**src/rtl/pam_udiv_16by8_seq.sv**
```systemverilog
// pam_udiv_16by8_seq: sequential unsigned restoring divider, 16-bit dividend by 8-bit divisor.
// Resolves one quotient bit per clock, so a normal division takes 8 BUSY cycles.
//
// Ports:
//   clk        rising-edge clock
//   rst        asynchronous active-high reset
//   z          16-bit dividend
//   y          8-bit divisor
//   in_valid   operand pair valid
//   in_ready   block can accept operands (IDLE only)
//   q          8-bit quotient (8'hFF when ovf)
//   r          8-bit remainder (8'hFF when ovf)
//   ovf        quotient does not fit in 8 bits, or divisor is 0
//   dbz        divisor was 0
//   out_valid  q, r, ovf, dbz valid (DONE only)
//   out_ready  consumer accepts result
//
// Build option: define PAM_UDIV_EARLY_EXIT_EN to send overflow operands straight from
// IDLE to DONE, skipping the 8 iteration cycles.
module pam_udiv_16by8_seq #(
    parameter int unsigned ITER_PER_CYCLE = 1
) (
    input  logic        clk,
    input  logic        rst,
    input  logic [15:0] z,
    input  logic [7:0]  y,
    input  logic        in_valid,
    output logic        in_ready,
    output logic [7:0]  q,
    output logic [7:0]  r,
    output logic        ovf,
    output logic        dbz,
    output logic        out_valid,
    input  logic        out_ready
);

    generate
        if (ITER_PER_CYCLE != 1) begin : g_bad_iter
            $error("pam_udiv_16by8_seq: only ITER_PER_CYCLE = 1 is supported");
        end
    endgenerate

    typedef enum logic [1:0] {StIdle, StBusy, StDone} state_t;

    state_t      state_q, state_d;
    logic [3:0]  cnt_q, cnt_d;
    logic [8:0]  pr_q, pr_d;     // partial remainder; bit 8 stays 0 while pr < y
    logic [7:0]  dsr_q, dsr_d;   // low dividend byte, consumed MSB first
    logic [7:0]  quo_q, quo_d;
    logic [7:0]  y_q, y_d;
    logic        ovf_q, ovf_d;
    logic        dbz_q, dbz_d;

    logic [8:0]  trial;
    logic        qbit;
    logic        acc_ovf;
    logic        unused_pr_msb;

    assign unused_pr_msb = pr_q[8];

    always_comb begin
        state_d = state_q;
        cnt_d   = cnt_q;
        pr_d    = pr_q;
        dsr_d   = dsr_q;
        quo_d   = quo_q;
        y_d     = y_q;
        ovf_d   = ovf_q;
        dbz_d   = dbz_q;

        trial   = {pr_q[7:0], dsr_q[7]};
        qbit    = (trial >= {1'b0, y_q});
        // If the high byte already reaches y, the quotient needs more than 8 bits.
        acc_ovf = (z[15:8] >= y);

        unique case (state_q)
            StIdle: begin
                if (in_valid) begin
                    y_d   = y;
                    pr_d  = {1'b0, z[15:8]};
                    dsr_d = z[7:0];
                    cnt_d = 4'd0;
                    quo_d = 8'd0;
                    ovf_d = acc_ovf;
                    dbz_d = (y == 8'd0);
`ifdef PAM_UDIV_EARLY_EXIT_EN
                    if (acc_ovf) begin
                        state_d = StDone;
                        quo_d   = 8'hFF;
                        pr_d    = 9'h0FF;
                    end else begin
                        state_d = StBusy;
                    end
`else
                    state_d = StBusy;
`endif
                end
            end
            StBusy: begin
                pr_d  = qbit ? (trial - {1'b0, y_q}) : trial;
                quo_d = {quo_q[6:0], qbit};
                dsr_d = {dsr_q[6:0], 1'b0};
                cnt_d = cnt_q + 4'd1;
                if (cnt_q == 4'd7) begin
                    state_d = StDone;
                    // Iteration result is meaningless on overflow; report saturated values.
                    if (ovf_q) begin
                        quo_d = 8'hFF;
                        pr_d  = 9'h0FF;
                    end
                end
            end
            StDone: begin
                if (out_ready) begin
                    state_d = StIdle;
                end
            end
            default: begin
                state_d = StIdle;
            end
        endcase
    end

    always_ff @(posedge clk or posedge rst) begin
        if (rst) begin
            state_q <= StIdle;
            cnt_q   <= 4'd0;
            pr_q    <= 9'd0;
            dsr_q   <= 8'd0;
            quo_q   <= 8'd0;
            y_q     <= 8'd0;
            ovf_q   <= 1'b0;
            dbz_q   <= 1'b0;
        end else begin
            state_q <= state_d;
            cnt_q   <= cnt_d;
            pr_q    <= pr_d;
            dsr_q   <= dsr_d;
            quo_q   <= quo_d;
            y_q     <= y_d;
            ovf_q   <= ovf_d;
            dbz_q   <= dbz_d;
        end
    end

    assign in_ready  = (state_q == StIdle);
    assign out_valid = (state_q == StDone);
    assign q         = quo_q;
    assign r         = pr_q[7:0];
    assign ovf       = ovf_q;
    assign dbz       = dbz_q;

endmodule

```
**config.mk**
```make
export PLATFORM = sky130hd
export DESIGN_NAME = pam_udiv_16by8_seq
export DESIGN_NICKNAME = d
export VERILOG_FILES = /design/src/rtl/pam_udiv_16by8_seq.sv
export SDC_FILE = /design/constraint.sdc
export NUM_CORES = 1
export LEC_CHECK = 0
export CORE_MARGIN = 8
export CORE_UTILIZATION = 58
export CTS_BUF_LIST = sky130_fd_sc_hd__clkbuf_8
export CTS_CLUSTER_DIAMETER = 200
export DETAILED_ROUTE_END_ITERATION = 10
export GPL_TIMING_DRIVEN = 0
export PLACE_DENSITY = 0.88
export RECOVER_POWER = 25
export SETUP_SLACK_MARGIN = 0.02
export SLEW_MARGIN = 20
export SYNTH_ARGS = -nofsm -noshare
export SYNTH_HDL_FRONTEND = slang
export SYNTH_SLANG_ARGS = --single-unit
```
**constraint.sdc**
```tcl
create_clock -name clk -period 4.5 [get_ports clk]
set_input_delay 0.9 -clock clk [delete_from_list [all_inputs] [get_ports clk]]
set_output_delay 0.9 -clock clk [all_outputs]
set_load 0.02 [all_outputs]
```
==> results of run 1 <==
==> cells in the final DEF, fill, tap and decap left out, drive strengths merged, types with 4 or more instances in the layout <==
cell type	n
a21o	4
a21oi	22
a31oi	8
buf	7
clkbuf	13
clkdlybuf4s50	45
dfrtp	40
ha	17
inv	21
nand2	41
nand2b	4
nand3	11
nor2	15
nor2b	4
o21ai	25
o22a	6
o22ai	21
==> power groups by stage <==
stage | logic, uW | registers (uW) | clock network [uW]
after floorplan | 996 | 750 | 0
after global placement | 1460 | 692 | 0
after detailed placement | 1500 | 702 | 0
after CTS | 1510 | 694 | 323
after global routing | 1670 | 719 | 335
final | 1520 | 699 | 320
==> sequential cells by signal, summed over array words and instances, names as in the netlist <==
name,cells
cnt_q,4
dbz,1
ovf,1
state_q,2
pr_q,8
y_q,8
q,8
dsr_q,8
==> layer usage <==
metal | GRT usage (%) | share of wire [%] | wire length [um]
met1 | 25.4 | 43 | 2940
met2 | 35.0 | 47 | 3230
met4 | 11.2 | 4.1 | 281
met5 | 0 | 0 | 0
met3 | 2.74 | 6.0 | 412
==> synthesized netlist by cell type, types with 4 or more instances <==
cell type	n	area share, %
a21o_1	4	1.2
a21oi_1	20	4.0
a31oi_1	8	2.0
buf_2	5	1.0
clkbuf_1	5	0.75
dfrtp_1	40	40
ha_1	17	8.5
inv_1	20	3.0
nand2_1	40	6.0
nand2b_1	4	1.0
nand3_1	11	2.2
nor2_1	15	2.3
nor2b_1	4	1.0
o21ai_0	25	5.0
o22a_1	6	2.1
o22ai_1	21	5.3
==> area by class of cell <==
class	count	area (sq um)	share of cell area, %
buffer	12	62.6	1.99
clock buffer	7	96.3	3.06
clock inverter	1	30.0	0.953
inverter	22	82.6	2.62
multi-input combinational	211	1350	42.8
sequential	40	1000	31.8
tap	52	65.1	2.07
timing repair buffer	47	464	14.7
==> path summary, 6_finish.rpt <==
path | from | endpoint | slack, ps
max in group clk | state_q[0]$_DFFE_PP0P_ | in_ready | 1720
min in group asynchronous | rst | q[5]$_DFFE_PP0P_ | 970
setup / recovery | rst | pr_q[2]$_DFFE_PP0P_ | 1460
hold reg to reg | y_q[0]$_DFFE_PP0P_ | y_q[0]$_DFFE_PP0P_ | 480
setup reg to reg | dsr_q[7]$_DFFE_PP0P_ | pr_q[6]$_DFFE_PP0P_ | 2340
hold / removal | y_q[0]$_DFFE_PP0P_ | y_q[0]$_DFFE_PP0P_ | 480
==> cells by family (layout without fill, tap and decap cells) <==
kind of cell / after synthesis / in the layout / share of synthesized area (%)
AO/OA/AOI/OAI: 103 / 103 / 26.9
XOR/XNOR: 3 / 3 / 1.05
adder cells (fa/ha/maj): 18 / 18 / 9.33
buffers and inverters: 34 / 89 / 5.82
flip-flops: 40 / 40 / 40.1
multiplexers: 1 / 1 / 0.401
AND/OR/NAND/NOR: 86 / 86 / 16.4
==> stage by stage <==
stage | worst slack [ps] | instances | cell area, sq um | total power (uW) | hold WS (ps)
3_5_place_dp | 1960 | 384 | 3040 | 2210 | 472
4_1_cts | 1740 | 392 | 3170 | 2530 | 491
3_3_place_gp | 1830 | 383 | 3020 | 2160 | 450
2_1_floorplan | 2480 | 285 | 2490 | 1750 | 450
5_1_grt | 1120 | 392 | 3150 | 2730 | 510
6_report | 1460 | 392 | 3150 | 2540 | 485
==> critical path: cells and delay by family <==
kind	cells	cell delay, ps
buffers and inverters	3	2140
==> impl_metrics.tcl, run 1 <==
set metrics [dict create \
    fin_crit_sh_pct 67.5 \
    violations "max-capacitance violations, max-slew violations" \
    fmax_mhz 329 \
    placement.io_buffers 46 \
    ant_nets 0 \
    grt_pass1_vias 2272 \
    async_reset_ff_share_pct 100 \
    finClkSkew_ps 6.29 \
    clockRootBuffer "clkbuf_8" \
    wl_um 6860 \
    postCtsSetupRepairBufs 0 \
    setup_violations 0 \
    ys_ff_latch 40 \
    endpoint_kind "async pin" \
    pwr-share-seq_pct 27.6 \
    worstSetupStartpointType "primary input" \
    insertion_delay_ps 290 \
    run_status "complete, but fails checks" \
    io_pins 48 \
    track_usage_pct 20.8 \
    synth_cell_types 48 \
    maxCapViolations 1 \
    row_count 24 \
    drc 0 \
    p_switching_uw 1130 \
    maxSlewViolCount 35 \
    cts-hold-fix-buffers 0 \
    die_area_sq_mm 0.00666 \
    antenna_found_initial 0 \
    synth_ff_type "dfrtp_1" \
    yosys_warnings 0 \
    relSlewSlack_pct -27.1 \
    period_minus_slack_ps 3040 \
    crit_type "in2async" \
    min_path_cells 2 \
    vias_per_cell 6.08 \
    die_w_um 81.6 \
    synth-edff-count 0 \
    rsz0062_at_grt "false" \
    dr.first_iter.drc_count 189 \
    power_switching_share_pct 44.6 \
    gr-total-overflow 0 \
    p_clk_share_pct 12.6 \
    drive_gt1_share_pct 7.65 \
    cts_tree "yes" \
    irDropWorstVdd_mv 0.587 \
    max_stage_delay_ps 1400 \
    synthToLayoutAreaGrowth_pct 26.3 \
    nets 385 \
    synthCells 285 \
    cts_max_level 2 \
    p_comb_share_pct 59.8 \
    ys_seq_area_share_pct 40.1 \
    drt-pass1-iter-count 4 \
    die_h_um 81.6 \
    gp_congestion 0.985 \
    p_leak_uw 0.00140 \
    intPower_uw 1410 \
    max-clock-path-buffers 2 \
    tightest_slew_ps 1910 \
    crit_fanout 34 \
    start_util_pct 58.9 \
    grt_max_degree 35 \
    ff2ff_path_depth 8 \
    crit_slowest_cell "clkbuf_1" \
    grt_first_pass_wirelength_um 10900 \
    crit_arrival_ps 3070 \
    syn-cell-area_sq_mm 0.00249 \
    crit_chain "dlygate4sd3_1 > inv_1 > clkbuf_1" \
    path_clk_slew_ps 70 \
    wl_per_cell_um 17.5 \
    power_density_mw_per_mm2 806 \
    cts.sinks 40 \
    syn_area_per_cell_sq_um 8.75 \
    fillers 315 \
    place_hpwl_um 5180 \
    cts_resized 0 \
    final_util_pct 74.4 \
    cp.required_ps 4530 \
    vias 2382 \
    finalHoldViolCount 0 \
    diodes 0 \
    syn_nets 331 \
    cts_buffers 5 \
    core_sq_mm 0.00423 \
    finalSetupTns_ps 0 \
    hold_class "reg2reg" \
]
Note: power is estimated with default switching activity, not from simulation.
==> run 2, diff against run 1 <==
CORE_UTILIZATION = 49   (was 58)
PLACE_DENSITY = 0.79   (was 0.88)
clock period = 2.6 ns   (was 4.5 ns; I/O delays follow)
==> run 2 against run 1 <==
The flow now finishes without violations. Clock-buffer cell count shrank 1. Largest power group unchanged. Non-clock buffer count is the same. Design area grew 0.60%. Critical path depth is 1 higher. Flip-flop and latch count is the same. Largest cell class unchanged. Sequential share of layout area shrank 0.19 points. Setup slack got worse by 1300 ps. Combinational power rose by 72%. Core utilization is 11 points lower. Via count shrank 0.92%. Die area increased by 15%. Global-route usage down 2.1 points.
==> impl_metrics.tcl, run 2 (synthesis results as in run 1) <==
set metrics [dict create \
    run_status "finished, final reports clean" \
    insertion_delay_ps 300 \
    die_h_um 87.4 \
    gp_congestion 0.927 \
    placedCellCount 402 \
    r2r_start "dsr_q[7]$_DFFE_PP0P_" \
    period_minus_slack_ps 2410 \
    clockRootBuffer "clkbuf_8" \
    vias 2360 \
    max-clock-path-buffers 2 \
    crit_fanout 10 \
    ant_nets 0 \
    start_util_pct 49.8 \
    synthToLayoutAreaGrowth_pct 27.0 \
    cts_resized 0 \
    die_area_sq_mm 0.00763 \
    drc 0 \
    tightest_slew_ps 826 \
    antenna_found_initial 0 \
    layout_common_cells "45 x clkdlybuf4s50_1, 40 x nand2_1, 40 x dfrtp_1, 25 x o21ai_0, 21 x o22ai_1" \
    ff2ff_path_depth 8 \
    drt-pass1-iter-count 4 \
    cts-hold-fix-buffers 0 \
    mostFrequentLayoutCell "clkdlybuf4s50_1" \
    track_usage_pct 18.7 \
    whs_endpoint "dbz$_DFFE_PP0P_" \
    place_area_sq_mm 0.00306 \
    cts_tree "yes" \
    cts_max_level 2 \
    min_path_cells 2 \
    io_pins 48 \
    place_hpwl_um 5250 \
    fin_crit_sh_pct 92.8 \
    cts_buffers 5 \
    nets 385 \
    postCtsSetupRepairBufs 0 \
    reg2reg_setup_slack_ps 400 \
    path_clk_slew_ps 80 \
    p_leak_uw 0.00140 \
    die_w_um 87.4 \
    endpoint_kind "primary output" \
    holdWs_ps 483 \
    cp.required_ps 2080 \
    finalHoldViolCount 0 \
    min_from "dbz$_DFFE_PP0P_" \
    fmax_mhz 414 \
    fin_cells 410 \
    grt_pass1_vias 2303 \
    setup_violations 0 \
    diodes 0 \
    r2r-end "pr_q[6]$_DFFE_PP0P_" \
    finalSetupTns_ps 0 \
    row_count 26 \
    wl_per_cell_um 16.7 \
    gr-total-overflow 0 \
    power_density_mw_per_mm2 1380 \
    placement.io_buffers 46 \
    crit_type "reg2out" \
    maxSlewViolCount 0 \
    rsz0062_at_grt "false" \
    grt_first_pass_wirelength_um 11100 \
    core_sq_mm 0.00501 \
    wl_um 6840 \
    final_util_pct 63.3 \
    dr.first_iter.drc_count 126 \
    finClkSkew_ps 8.63 \
    maxCapViolations 0 \
    irDropWorstVdd_mv 0.861 \
    hold_class "reg2reg" \
    vias_per_cell 5.76 \
    fillers 473 \
    stdcell_area_sq_mm 0.00317 \
    drive_gt1_share_pct 7.94 \
    cts.sinks 40 \
    grt_max_degree 34 \
    relSlewSlack_pct 44.9 \
    crit_arrival_ps 1890 \
    worstSetupStartpointType "flip-flop" \
]
[run 2: changes by cell type in the layout (fill, tap and decap cells not counted)]
cell      previous run  this run
clkbuf_2             0         1
clkbuf_1             6         5
clkbuf_8             7         6
clkinv_4             0         1
[run 2: how the worst max path moves through the flow]
| stage | cells past startpoint | from | endpoint |
|---|---|---|---|
| floorplan | 7 | pr_q[0]$_DFFE_PP0P_ | pr_q[6]$_DFFE_PP0P_ |
| global placement | 2 | rst | y_q[1]$_DFFE_PP0P_ |
| detailed placement | 7 | y[0] | ovf$_DFFE_PP0P_ |
| CTS | 4 | state_q[0]$_DFFE_PP0P_ | in_ready |
| global route | 4 | state_q[0]$_DFFE_PP0P_ | in_ready |
| finish | 4 | state_q[0]$_DFFE_PP0P_ | in_ready |
[run 2: power breakdown]
group / leakage [uW] / total [uW] / internal [uW] / switching, uW
Clock: 0.0000614 / 542 / 314 / 228
Combinational: 0.000859 / 2620 / 1170 / 1460
Sequential: 0.000479 / 1220 / 930 / 287
[run 2: worst max-delay path, cell delays in order (launching register included)]
cell,delay [ps]
dfrtp_1,340
clkbuf_1,210
clkbuf_1,400
nor2_1,90
clkdlybuf4s50_1,550
[run 2: area by class of cell]
type                    count  area (sq um)  area share [%]
multi-input cells         211          1350            42.6
clock inverters             2          38.8            1.22
clock buffers               6          82.6            2.61
well taps                  70          87.6            2.76
flip-flops and latches     40          1000            31.6
repair buffers             47           465            14.7
inverters                  22          82.6            2.61
plain buffers              12          62.6            1.97
[run 2: routing by layer]
layer  vias to the layer above  share of wire [%]  GRT usage, %
met2                        68                 50          31.2
li1                       1146                  -             -
met4                         0                1.2          4.38
met1                      1137                 44          23.2
met3                         9                5.5          4.91
met5                         -                  0             0
[run 2: metrics by stage]
step / total power [uW] / setup slack (ps)
3_5_place_dp: 3830 / 384
2_1_floorplan: 3020 / 593
4_1_cts: 4380 / 171
6_report: 4380 / 186
3_3_place_gp: 3760 / 304
5_1_grt: 4710 / 82.2
